File: src/rtl/if_stage_if.sv
// Fetch-stage bundle: instruction-memory port plus the ID-side control
// inputs and the IF/ID register outputs of the fetch stage.
interface if_stage_if;
   // Control from downstream stages
   logic        stall;
   logic        br_taken;
   logic [31:0] br_target;
   logic        id_is_branch;
   logic        excp_valid;
   logic [31:0] excp_pc;
   // Instruction memory port (zero-latency read)
   logic [31:0] inst_data;
   logic        inst_ce;
   logic [31:0] inst_addr;
   // IF/ID pipeline register
   logic [31:0] id_pc;
   logic [31:0] id_inst;
   logic        id_valid;
   logic        id_delay_slot;
   logic        id_adel;

   // Fetch stage side
   modport master (
      input  stall, br_taken, br_target, id_is_branch, excp_valid, excp_pc,
      input  inst_data,
      output inst_ce, inst_addr,
      output id_pc, id_inst, id_valid, id_delay_slot, id_adel
   );

   // Memory / decode / control side
   modport slave (
      output stall, br_taken, br_target, id_is_branch, excp_valid, excp_pc,
      output inst_data,
      input  inst_ce, inst_addr,
      input  id_pc, id_inst, id_valid, id_delay_slot, id_adel
   );
endinterface

File: src/rtl/if_stage.sv
// Instruction-fetch stage: owns the PC, drives the instruction memory and
// captures the fetched word into the IF/ID register. Redirect priority is
// exception > stall > branch > sequential. There are no valid/ready
// handshakes here: stall is a level hold, and redirects take effect on the
// edge at which they are sampled.
module if_stage #(
   parameter logic [31:0] RESET_PC = 32'h0000_0000
) (
   input  logic     clk,
   input  logic     rst,
   if_stage_if.master bus
);

   logic        ce_r;
   logic [31:0] pc;
   logic        aligned;

   assign aligned       = (pc[1:0] == 2'b00);
   assign bus.inst_addr = pc;
   // A misaligned PC never reaches memory; a NOP with AdEL goes down instead.
   assign bus.inst_ce   = ce_r & aligned;

   // Fetch enable comes up one cycle after reset release.
   always_ff @(posedge clk) begin
      if (!rst) ce_r <= 1'b0;
      else      ce_r <= 1'b1;
   end

   // Next-PC selection; the PC is frozen at RESET_PC until fetch is enabled.
   always_ff @(posedge clk) begin
      if (!rst) begin
         pc <= RESET_PC;
      end else if (ce_r) begin
         if (bus.excp_valid)    pc <= bus.excp_pc;
         else if (bus.stall)    pc <= pc;
         else if (bus.br_taken) pc <= bus.br_target;
         else                   pc <= pc + 32'd4;
      end
   end

   // IF/ID register: flush on exception, hold on stall, bubble before enable.
   always_ff @(posedge clk) begin
      if (!rst) begin
         bus.id_pc         <= 32'h0;
         bus.id_inst       <= 32'h0;
         bus.id_valid      <= 1'b0;
         bus.id_delay_slot <= 1'b0;
         bus.id_adel       <= 1'b0;
      end else if (bus.excp_valid) begin
         bus.id_pc         <= 32'h0;
         bus.id_inst       <= 32'h0;
         bus.id_valid      <= 1'b0;
         bus.id_delay_slot <= 1'b0;
         bus.id_adel       <= 1'b0;
      end else if (bus.stall) begin
         bus.id_pc         <= bus.id_pc;
         bus.id_inst       <= bus.id_inst;
         bus.id_valid      <= bus.id_valid;
         bus.id_delay_slot <= bus.id_delay_slot;
         bus.id_adel       <= bus.id_adel;
      end else if (!ce_r) begin
         bus.id_inst       <= 32'h0;
         bus.id_valid      <= 1'b0;
      end else begin
         bus.id_pc         <= pc;
         bus.id_inst       <= aligned ? bus.inst_data : 32'h0;
         bus.id_valid      <= 1'b1;
         bus.id_adel       <= ~aligned;
         // Whatever follows a real branch in ID is its delay slot.
         bus.id_delay_slot <= bus.id_is_branch & bus.id_valid;
      end
   end

endmodule
File: src/flat_wrapper.sv
// flat-port wrapper written by rule: the top's interface ports become plain ports
module if_stage_flat 
#(
   parameter logic [31:0] RESET_PC = 32'h0000_0000
)
  (clk, rst, bus_stall, bus_br_taken, bus_br_target, bus_id_is_branch, bus_excp_valid, bus_excp_pc, bus_inst_data, bus_inst_ce, bus_inst_addr, bus_id_pc, bus_id_inst, bus_id_valid, bus_id_delay_slot, bus_id_adel);
  if_stage_if bus_i ();
  input  logic clk;
  input  logic rst;
  input wire logic [$bits(bus_i.stall)-1:0] bus_stall;
  input wire logic [$bits(bus_i.br_taken)-1:0] bus_br_taken;
  input wire logic [$bits(bus_i.br_target)-1:0] bus_br_target;
  input wire logic [$bits(bus_i.id_is_branch)-1:0] bus_id_is_branch;
  input wire logic [$bits(bus_i.excp_valid)-1:0] bus_excp_valid;
  input wire logic [$bits(bus_i.excp_pc)-1:0] bus_excp_pc;
  input wire logic [$bits(bus_i.inst_data)-1:0] bus_inst_data;
  output wire logic [$bits(bus_i.inst_ce)-1:0] bus_inst_ce;
  output wire logic [$bits(bus_i.inst_addr)-1:0] bus_inst_addr;
  output wire logic [$bits(bus_i.id_pc)-1:0] bus_id_pc;
  output wire logic [$bits(bus_i.id_inst)-1:0] bus_id_inst;
  output wire logic [$bits(bus_i.id_valid)-1:0] bus_id_valid;
  output wire logic [$bits(bus_i.id_delay_slot)-1:0] bus_id_delay_slot;
  output wire logic [$bits(bus_i.id_adel)-1:0] bus_id_adel;
  assign bus_i.stall = bus_stall;
  assign bus_i.br_taken = bus_br_taken;
  assign bus_i.br_target = bus_br_target;
  assign bus_i.id_is_branch = bus_id_is_branch;
  assign bus_i.excp_valid = bus_excp_valid;
  assign bus_i.excp_pc = bus_excp_pc;
  assign bus_i.inst_data = bus_inst_data;
  assign bus_inst_ce = bus_i.inst_ce;
  assign bus_inst_addr = bus_i.inst_addr;
  assign bus_id_pc = bus_i.id_pc;
  assign bus_id_inst = bus_i.id_inst;
  assign bus_id_valid = bus_i.id_valid;
  assign bus_id_delay_slot = bus_i.id_delay_slot;
  assign bus_id_adel = bus_i.id_adel;
  if_stage #(.RESET_PC(RESET_PC)) u_core (.clk(clk), .rst(rst), .bus(bus_i));
endmodule
File: config.mk
export PLATFORM = sky130hd
export DESIGN_NAME = if_stage_flat
export DESIGN_NICKNAME = d
export VERILOG_FILES = /design/src/rtl/if_stage_if.sv /design/src/rtl/if_stage.sv /design/src/flat_wrapper.sv
export SDC_FILE = /design/constraint.sdc
export NUM_CORES = 1
export LEC_CHECK = 0
export CORE_AREA = 3 3 106 108
export CTS_CLUSTER_DIAMETER = 80
export CTS_CLUSTER_SIZE = 30
export DETAILED_ROUTE_END_ITERATION = 7
export DIE_AREA = 0 0 109 111
export HOLD_SLACK_MARGIN = 0.06
export PLACE_DENSITY_LB_ADDON = 0.15
export SYNTH_ARGS = -nofsm -noshare
export SYNTH_HDL_FRONTEND = slang
export SYNTH_SLANG_ARGS = --single-unit
export TNS_END_PERCENT = 50
File: constraint.sdc
create_clock -name clk -period 4 [get_ports clk]
set_input_delay 0.6 -clock clk [delete_from_list [all_inputs] [get_ports clk]]
set_output_delay 0.6 -clock clk [all_outputs]
set_load 0.02 [all_outputs]
==> impl_metrics.env <==
export IMPL_outcome="completed"
export IMPL_antenna_diode_count=0
export IMPL_clock_latency_ns=0.36
export IMPL_multi_input_area_sq_mm=0.00251
export IMPL_synthArstFlopShare=0
export IMPL_fill_cells=876
export IMPL_start_kind="input pin"
export IMPL_cts_root_buf="clkbuf_8"
export IMPL_worstRegToRegCells=6
export IMPL_firstDrtPassIters=5
export IMPL_avgSynthCellArea_sq_um=7.77
export IMPL_design_area_sq_mm=0.00702
export IMPL_wl_met3_um=1270
export IMPL_cts_tree="built"
export IMPL_yosysSeqAreaShare=0.421
export IMPL_power_frac_clock=0.309
export IMPL_synthesis_nets=715
export IMPL_min_from="u_core.bus.id_pc[20]$_SDFFE_PP0P_"
export IMPL_synth_edf_count=0
export IMPL_grt_antenna_before_repair=0
export IMPL_skew_ns=0.0165
export IMPL_grt_overflow=0
export IMPL_seqPwrFrac=0.499
export IMPL_vias=5254
export IMPL_drt_met1_wl_um=6800
export IMPL_gp_congestion=0.888
export IMPL_switching_share=0.290
export IMPL_hold_class="reg2reg"
export IMPL_worst_r2r_endpoint="u_core.bus.inst_addr[28]$_SDFFE_PN0P_"
export IMPL_die_area_sq_mm=0.0121
export IMPL_yosys_most_used_dff="dfxtp_1"
export IMPL_top_layer="met4"
export IMPL_hold_viol=0
export IMPL_place_hpwl_um=11800
export IMPL_yosysWarnings=0
export IMPL_worstHoldEndpoint="u_core.bus.id_pc[20]$_SDFFE_PP0P_"
export IMPL_p_switching_mw=0.629
export IMPL_ctsResizeCount=0
export IMPL_worst_setup_path_end_kind="register"
export IMPL_fin_ws_ns=1.03
export IMPL_grt_max_degree=39
export IMPL_p_int_mw=1.54
export IMPL_dpl_cell_area_sq_mm=0.00681
export IMPL_critPathMaxFanout=35
export IMPL_clk_path_buf_depth=2
export IMPL_drtAntennaViolNets=0
export IMPL_drc=0
export IMPL_max_cap_viol_count=0
export IMPL_ys_ff_latch=100
export IMPL_start_util=0.460
export IMPL_slew_headroom=0.304
export IMPL_power_density_mw_per_mm2=309
export IMPL_rsz0062_at_grt="false"
export IMPL_post_place_ws_ns=0.690
export IMPL_numCtsBuffers=9
export IMPL_setup_viol=0
export IMPL_io_pins=202
export IMPL_clock_sinks=100
export IMPL_hold_buffers=0
export IMPL_drt_iter0_drc=403
export IMPL_portBuffers=201
export IMPL_final_seq_area_sq_mm=0.00200
export IMPL_clk_pin_slew_worst_paths_ns=0.09
export IMPL_post_drt_wl_per_cell_um=17.5
export IMPL_rows=37
export IMPL_tns_ns=0
export IMPL_timing_rr_start="u_core.bus.inst_addr[2]$_SDFFE_PN0P_"
export IMPL_drive_above_1_share=0.0494
export IMPL_min_path_cells=2
export IMPL_met2WireLength_um=7750
export IMPL_cellLeakagePower_nw=2.54
export IMPL_grt_pass1_vias=5076
export IMPL_grt_pass1_wl_um=25800
export IMPL_reg2reg_slack_ns=1.74
export IMPL_cts_setup_buffers=0
export IMPL_power_frac_comb=0.191
export IMPL_critPathRequiredTime_ns=4.24
export IMPL_detail_route_vias_per_cell=5.68
export IMPL_design_core_area_sq_mm=0.0103
export IMPL_ys_types=59
export IMPL_worstMarginPinSlew_ns=1.04
export IMPL_path_class="in2reg"
export IMPL_htreeDepth=3
export IMPL_p_total_mw=2.17
export IMPL_die_width_um=109
export IMPL_vdd_drop_max_uv=147
export IMPL_routed_wl_um=16200
export IMPL_final_common_cell="clkdlybuf4s50_1"
export IMPL_layout_common_cells="clkdlybuf4s50_1, dfxtp_1, nand2_1"
export IMPL_fin_crit_sh=0.742
export IMPL_syn_inst=612
export IMPL_cp_arrival_ns=3.21
export IMPL_fmax_ghz=0.337
export IMPL_drv_slew=0
export IMPL_fp_dieH_um=111
export IMPL_netlist_area_sq_mm=0.00475
export IMPL_final_nets=887
export IMPL_syn2layout_area_growth_pct=47.7
export IMPL_min_period_ns=2.97
export IMPL_grt_usage=0.263
export IMPL_fin_hold_ws_ns=0.459
[final cells by class]
| cell class | count | share of cell area |
|---|---|---|
| multi-input cells | 453 | 0.358 |
| repair buffers | 213 | 0.299 |
| well taps | 136 | 0.0242 |
| clock buffers | 10 | 0.0182 |
| inverters | 7 | 0.00374 |
| clock inverters | 6 | 0.0116 |
| flip-flops and latches | 100 | 0.285 |
[kinds of logic (layout without fill, tap and decap cells)]
kind of cell | after synthesis | after routing | synth area share
AOI/OAI and AO/OA | 188 | 188 | 0.238
buffers and inverters | 59 | 236 | 0.0524
and+or+nand+nor | 254 | 254 | 0.266
muxes | 3 | 3 | 0.00737
DFF | 100 | 100 | 0.421
xor gates and xnor gates | 7 | 7 | 0.0129
adders and majority gates | 1 | 1 | 0.00263
[flip-flops by register name, indices dropped and copies added, names as in the netlist]
register                  cells
u_core.bus.id_delay_slot      1
u_core.bus.id_valid           1
u_core.bus.inst_addr         32
u_core.bus.id_pc             32
u_core.bus.id_inst           32
u_core.ce_r                   1
u_core.bus.id_adel            1
[synth_stat cells (3+ instances only)]
master,number,area (sq um)
dfxtp_1,100,2000
nand2_1,100,375
a21oi_1,97,485
nor2_1,54,203
and3_1,37,231
clkbuf_1,36,135
o21ai_0,22,110
nand3_1,17,85.1
nand4_1,9,56.3
a22oi_1,8,60.1
inv_1,7,26.3
nor3_1,7,35.0
o211ai_1,7,52.6
a211oi_1,6,45.0
buf_2,6,30.0
o22ai_1,6,37.5
and4_1,5,43.8
buf_1,5,18.8
nor4_1,5,31.3
o21ai_1,5,25.0
o31a_1,5,43.8
xnor2_1,5,43.8
a222oi_1,4,40.0
a31oi_1,4,25.0
buf_4,4,30.0
a221o_1,3,30.0
nand2b_1,3,18.8
o21a_1,3,22.5
[worst max-delay path, cell delays in order]
cell and delay, ns:
clkdlybuf4s50_1 0.45, buf_4 0.27, inv_1 0.63, nand2_1 0.84
nand2_1 0.30, a21oi_1 0.10
[through the flow]
step	util	instances
2_1_floorplan	-	612
3_3_place_gp	0.660	909
3_5_place_dp	0.660	909
4_1_cts	0.680	925
5_1_grt	0.680	925
6_report	0.680	925
[power by group through the flow]
| stage | Clock [mW] | Combinational, mW | Sequential [mW] |
|---|---|---|---|
| final | 0.672 | 0.415 | 1.08 |
| after global routing | 0.728 | 0.449 | 1.09 |
| after CTS | 0.686 | 0.414 | 1.08 |
| after detailed placement | 0 | 0.412 | 1.11 |
| after global placement | 0 | 0.405 | 1.10 |
| after floorplan | 0 | 0.171 | 1.12 |
[routing by layer]
layer,GRT usage,up-vias
li1,-,2534
met1,0.345,2443
met2,0.428,248
met3,0.0489,29
met4,0.0892,0
met5,0,-
[how the worst max path moves through the flow]
stage / from / cells past startpoint / slack (ns) / endpoint
CTS: bus_stall / 6 / 1.09 / u_core.bus.id_pc[16]$_SDFFE_PP0P_
global route: bus_stall / 6 / 0.80 / u_core.bus.id_pc[7]$_SDFFE_PP0P_
detailed placement: bus_stall / 6 / 0.69 / u_core.bus.id_pc[16]$_SDFFE_PP0P_
finish: bus_stall / 6 / 1.03 / u_core.bus.id_pc[16]$_SDFFE_PP0P_
floorplan: u_core.bus.inst_addr[2]$_SDFFE_PN0P_ / 6 / 2.04 / u_core.bus.inst_addr[28]$_SDFFE_PN0P_
global placement: bus_stall / 6 / 0.88 / u_core.bus.id_pc[6]$_SDFFE_PP0P_
Power figures use the tool's default switching activity.
